### src/rtl/sfq_dff_bank.sv
// Clocked bank of N RSFQ DFF timing models sharing one toggle-encoded readout line.
// Timing violations set sticky per-channel flags and bump a saturating counter.
module sfq_dff_bank #(
  parameter int N       = 4,
  parameter int DELAY   = 5,
  parameter int CT0     = 1,
  parameter int CT1     = 3,
  parameter int NDRO    = 0,
  parameter int STARTUP = 4,
  parameter int CW      = 8
) (
  input  logic          clk,
  input  logic          rst_n,
  input  logic [N-1:0]  set,
  input  logic          rd,
  input  logic          clr_err,
  output logic [N-1:0]  out,
  output logic [N-1:0]  err,
  output logic [CW-1:0] err_count
);

  localparam int SUW = (STARTUP > 0) ? $clog2(STARTUP + 1) : 1;
  localparam int NCW = $clog2(N + 1);
  localparam int SW  = CW + NCW;

  // Number of channels violating in one cycle.
  function automatic logic [NCW-1:0] pop_count(input logic [N-1:0] v);
    logic [NCW-1:0] c;
    c = '0;
    for (int i = 0; i < N; i++) begin
      c = c + NCW'(v[i]);
    end
    return c;
  endfunction

  function automatic logic [CW-1:0] sat_add(input logic [CW-1:0] a, input logic [NCW-1:0] b);
    logic [SW-1:0] sum;
    logic [CW-1:0] res;
    sum = SW'(a) + SW'(b);
    if (sum > SW'({CW{1'b1}})) begin
      res = {CW{1'b1}};
    end else begin
      res = sum[CW-1:0];
    end
    return res;
  endfunction

  logic [N-1:0]   set_q_r;
  logic           rd_q_r;
  logic [SUW-1:0] su_cnt_r;
  logic [N-1:0]   state_r;
  logic [3:0]     win_r [N];
  logic [N-1:0]   pipe_r [DELAY];
  logic [N-1:0]   out_r;
  logic [N-1:0]   err_r;
  logic [CW-1:0]  cnt_r;

  logic           active_s;
  logic           rd_p_s;
  logic [N-1:0]   set_p_s;
  logic [N-1:0]   state_nxt_s;
  logic [3:0]     win_nxt_s [N];
  logic [N-1:0]   fire_s;
  logic [N-1:0]   viol_s;
  logic [N-1:0]   err_nxt_s;
  logic [CW-1:0]  cnt_nxt_s;

  assign active_s = (su_cnt_r >= SUW'(STARTUP));
  assign rd_p_s   = active_s & (rd ^ rd_q_r);
  assign set_p_s  = {N{active_s}} & (set ^ set_q_r);

  // Per-channel readout first on the old state, then set checked against the resulting window.
  always_comb begin
    state_nxt_s = state_r;
    fire_s      = '0;
    viol_s      = '0;
    for (int i = 0; i < N; i++) begin
      win_nxt_s[i] = 4'd0;
      if (rd_p_s) begin
        win_nxt_s[i]   = state_r[i] ? 4'(CT1) : 4'(CT0);
        fire_s[i]      = state_r[i];
        state_nxt_s[i] = (NDRO != 0) ? state_r[i] : 1'b0;
      end else if (win_r[i] != 4'd0) begin
        win_nxt_s[i] = win_r[i] - 4'd1;
      end else begin
        win_nxt_s[i] = 4'd0;
      end
      if (set_p_s[i]) begin
        if (win_nxt_s[i] != 4'd0) begin
          viol_s[i] = 1'b1;
        end else begin
          state_nxt_s[i] = 1'b1;
        end
      end else begin
        viol_s[i] = 1'b0;
      end
    end
  end

  // Error flags and counter; a same-cycle violation survives clr_err.
  always_comb begin
    err_nxt_s = err_r;
    cnt_nxt_s = cnt_r;
    if (clr_err) begin
      err_nxt_s = viol_s;
      cnt_nxt_s = sat_add({CW{1'b0}}, pop_count(viol_s));
    end else begin
      err_nxt_s = err_r | viol_s;
      cnt_nxt_s = sat_add(cnt_r, pop_count(viol_s));
    end
  end

  // Edge-detect history and startup blanking counter.
  always_ff @(posedge clk or negedge rst_n) begin
    if (!rst_n) begin
      set_q_r  <= '0;
      rd_q_r   <= 1'b0;
      su_cnt_r <= '0;
    end else begin
      set_q_r <= set;
      rd_q_r  <= rd;
      if (!active_s) begin
        su_cnt_r <= su_cnt_r + SUW'(1);
      end else begin
        su_cnt_r <= su_cnt_r;
      end
    end
  end

  // Channel state, critical windows, output delay line and error reporting.
  always_ff @(posedge clk or negedge rst_n) begin
    if (!rst_n) begin
      state_r <= '0;
      out_r   <= '0;
      err_r   <= '0;
      cnt_r   <= '0;
      for (int i = 0; i < N; i++) begin
        win_r[i] <= 4'd0;
      end
      for (int j = 0; j < DELAY; j++) begin
        pipe_r[j] <= '0;
      end
    end else begin
      state_r <= state_nxt_s;
      err_r   <= err_nxt_s;
      cnt_r   <= cnt_nxt_s;
      out_r   <= out_r ^ pipe_r[DELAY-1];
      for (int i = 0; i < N; i++) begin
        win_r[i] <= win_nxt_s[i];
      end
      pipe_r[0] <= fire_s;
      for (int j = 1; j < DELAY; j++) begin
        pipe_r[j] <= pipe_r[j-1];
      end
    end
  end

  assign out       = out_r;
  assign err       = err_r;
  assign err_count = cnt_r;

endmodule

### config.mk
export PLATFORM = sky130hd
export DESIGN_NAME = sfq_dff_bank
export DESIGN_NICKNAME = d
export VERILOG_FILES = /design/src/rtl/sfq_dff_bank.sv
export SDC_FILE = /design/constraint.sdc
export NUM_CORES = 1
export LEC_CHECK = 0
export CAP_MARGIN = 0
export CELL_PAD_IN_SITES_DETAIL_PLACEMENT = 0
export CELL_PAD_IN_SITES_GLOBAL_PLACEMENT = 1
export CORE_MARGIN = 5
export CORE_UTILIZATION = 46
export CTS_CLUSTER_SIZE = 24
export DETAILED_ROUTE_END_ITERATION = 7
export PLACE_DENSITY = 0.89
export SYNTH_ARGS = -nofsm -noshare
export SYNTH_HDL_FRONTEND = slang
export SYNTH_SLANG_ARGS = --single-unit
### constraint.sdc
create_clock -name clk -period 3.7 [get_ports clk]
set_input_delay 1.11 -clock clk [delete_from_list [all_inputs] [get_ports clk]]
set_output_delay 1.11 -clock clk [all_outputs]
set_load 0.03 [all_outputs]
==> results.py <==
metrics = {
    "status": {
        "status": "complete, no violations",
    },
    "power_and_ir_drop": {
        "p_sw_mw": 0.643,
        "irDropWorstVdd_mv": 0.300,
        "power_frac_seq_pct": 42.5,
        "internal_power_mw": 1.41,
        "p_per_area_nw_per_um2": 635,
        "power_frac_comb_pct": 28.0,
        "swShare_pct": 31.3,
        "p_leak_nw": 1.49,
        "p_clk_share_pct": 29.5,
        "power.total_mw": 2.05,
    },
    "global_routing": {
        "grt_max_degree": 53,
        "grt_util_met3_pct": 3.30,
        "grt_overflow": 0,
        "grt_pass1_vias": 1766,
        "grt_antenna_before_repair": 0,
        "busiest_layer": "met2",
        "use_met1_pct": 17.9,
        "grt_pass1_wl_um": 8370,
        "grt_use_met2_pct": 24.3,
        "grt.total_usage_pct": 14.9,
    },
    "drt": {
        "first_pass_iters": 4,
        "wl_um": 4840,
        "vias_per_cell": 5.36,
        "drtIter0Drc": 66,
        "vias": 1737,
        "routedWlPerCell_um": 14.9,
        "drcViolationCount": 0,
        "ant_nets": 0,
    },
    "sta": {
        "tns_ns": 0,
        "tightestPinTransition_ns": 1.11,
        "layout_min_cycle_time_ns": 3.61,
        "setup_viol": 0,
        "worst_slack_ns": 0.0869,
        "clock_skew_ns": 0.00923,
        "worst_hold_slack_ns": 0.348,
        "drv_slew": 0,
        "fmaxAchievable_ghz": 0.277,
        "rsz0062_at_grt": "false",
        "hold_viol_final": 0,
        "finalCritPeriodShare_pct": 97.7,
        "max_slew_margin_pct": 25.8,
    },
    "worst_setup_path": {
        "critPathRequiredTime_ns": 3.95,
        "worstReg2RegEnd": "err_count[1]",
        "rr_worst_depth": 11,
        "ff2ff_setup_slack_ns": 0.60,
        "crit_path_start_kind": "input pin",
        "crit_fanout": 6,
        "worstPathArrival_ns": 3.87,
        "timing.rr.start": "win_r[13]",
        "cp-end-kind": "register",
        "cp-startpoint": "set[0]",
        "crit_type": "input pin to register",
    },
    "yosys": {
        "syn_nets": 227,
        "synth_cell_type_count": 47,
        "synth-edff-count": 0,
        "ys_seq_area_share_pct": 61.3,
        "synth.avg_cell_area_um2": 12.4,
        "netlist_instances": 210,
        "ys_ff_latch": 64,
        "ys_warn_count": 0,
        "async_flop_share_pct": 100,
        "syn-cell-area_um2": 2610,
        "synth_flop_cell": "dfrtp_1",
    },
    "min_path": {
        "worstHoldPathType": "register to register",
        "holdPathStages": 0,
        "hold_start": "pipe_r[7]",
        "whs_endpoint": "pipe_r[3]",
    },
    "place": {
        "hpwl_um": 3320,
        "io_buffers": 23,
        "globalplace.congestion": 0.784,
        "dpl_cell_area_um2": 2970,
        "dpl_worst_slack_ns": -0.696,
        "dp_cells": 307,
    },
    "floorplanning": {
        "io_pins": 24,
        "die_x_um": 85.4,
        "fp.dieH_um": 85.4,
        "start_util_pct": 47.4,
        "rows": 27,
        "dieArea_um2": 7290,
        "core-area_um2": 5510,
    },
    "cts": {
        "cts_tree": "yes",
        "cts.sinks": 64,
        "h-tree-depth": 3,
        "clockBufferDepth": 2,
        "cts_root_buf": "clkbuf_8",
        "clkTransAtPathRegs_ns": 0.07,
        "clock_latency_ns": 0.34,
        "cts_buffers": 9,
    },
    "cells_and_area": {
        "layout.nets": 264,
        "layout-drive-gt1-share_pct": 18.3,
        "instances_no_fill": 324,
        "stdcell_area_um2": 3230,
        "final_util_pct": 58.7,
        "antenna-diode-count": 0,
        "area.growth.synth_to_final_pct": 23.8,
        "final.fill_count": 450,
    },
    "job": {
        "maxCapViolCount": 0,
    },
}
cells by family after synthesis:
kind of cell               share of synthesized area (%)
buffers and inverters                               3.50
xor gates and xnor gates                            3.64
AOI/OAI and AO/OA                                   14.8
muxes                                               1.68
adders and majority gates                           4.88
and+or+nand+nor                                     10.2
DFF                                                 61.3
Yosys cell counts, drive strengths merged, types with 3 or more instances:
master,number,area share (%)
nor3,4,0.77
dfrtp,64,61
o311a,4,1.5
buf,5,1.2
a21oi,6,1.1
nand2,8,1.2
o21bai,3,0.86
mux2,3,1.3
a31oi,7,1.7
or3,3,0.72
o211ai,6,1.7
ha,7,3.4
xor2,9,3.3
o21ai,16,3.1
or4b,3,1.1
and3,6,1.6
inv,14,2.0
nor2,10,1.4
or2,3,0.72
cell usage in the layout (no fill, tap or decap), types with 3 or more instances in the layout:
cell and n:
a21oi_1 6, a31oi_1 7, and3_1 5, buf_4 9
clkbuf_8 11, clkdlybuf4s50_1 18, dfrtp_1 64, dlygate4sd2_1 3
ha_1 3, ha_4 3, inv_1 14, mux2_2 3
nand2_1 7, nor2_1 10, nor3_1 4, o211ai_1 6
o21ai_0 16, o21bai_1 3, o311a_1 4, or3_1 3
or4b_1 3, xor2_1 6
power groups by stage:
stage	clock network, mW	registers (mW)	logic, mW
floorplan	0	0.969	0.231
global placement	0	0.879	0.522
detailed placement	0	0.884	0.531
CTS	0.624	0.874	0.576
global route	0.660	0.887	0.627
finish	0.607	0.872	0.575
layout make-up:
type | instances | area (um2) | area share, %
clock buffers | 11 | 151 | 4.68
clock inverters | 5 | 55.1 | 1.70
inverters | 15 | 56.3 | 1.74
multi-input cells | 125 | 996 | 30.8
flip-flops and latches | 64 | 1600 | 49.5
well taps | 72 | 90.1 | 2.79
repair buffers | 32 | 284 | 8.78
flip-flops by register name, summed over array words and instances, names as in the netlist:
register	flops
rd_q_r	1
state_r	4
win_r	16
out	4
err_count	8
pipe_r	20
set_q_r	4
su_cnt_r	3
err	4
routing by layer:
layer | wire length [um] | vias up | part of all wire, %
met5 | 0 | - | 0
met4 | 119 | 0 | 2.5
met3 | 192 | 12 | 4.0
met2 | 2400 | 42 | 49
met1 | 2140 | 869 | 44
li1 | - | 814 | -
worst max-delay path by stage:
| stage | end | slack, ns | cells past startpoint |
|---|---|---|---|
| after global routing | err_count[1] | 0.001 | 12 |
| after detailed placement | err_count[1] | -0.70 | 12 |
| after CTS | err_count[1] | 0.07 | 12 |
| after floorplan | err_count[5] | 0.02 | 11 |
| final | err_count[1] | 0.09 | 12 |
| after global placement | err_count[5] | -0.63 | 12 |
critical path: stages:
cell and delay, ns:
dlygate4sd2_1 0.27, xor2_2 0.23, o211ai_1 0.16, fa_1 0.53
inv_1 0.06, ha_4 0.27, ha_2 0.18, inv_1 0.06
fa_2 0.40, nor2b_4 0.19, o211ai_1 0.19, a31oi_1 0.23
what timing repair did:
action,CTS,global route
pin swaps,8,2
resized for setup,12,2
setup endpoints to repair,8,2
buffers inserted,1,0
hold buffers,0,0
No activity file was read; power rests on OpenSTA's default activity.
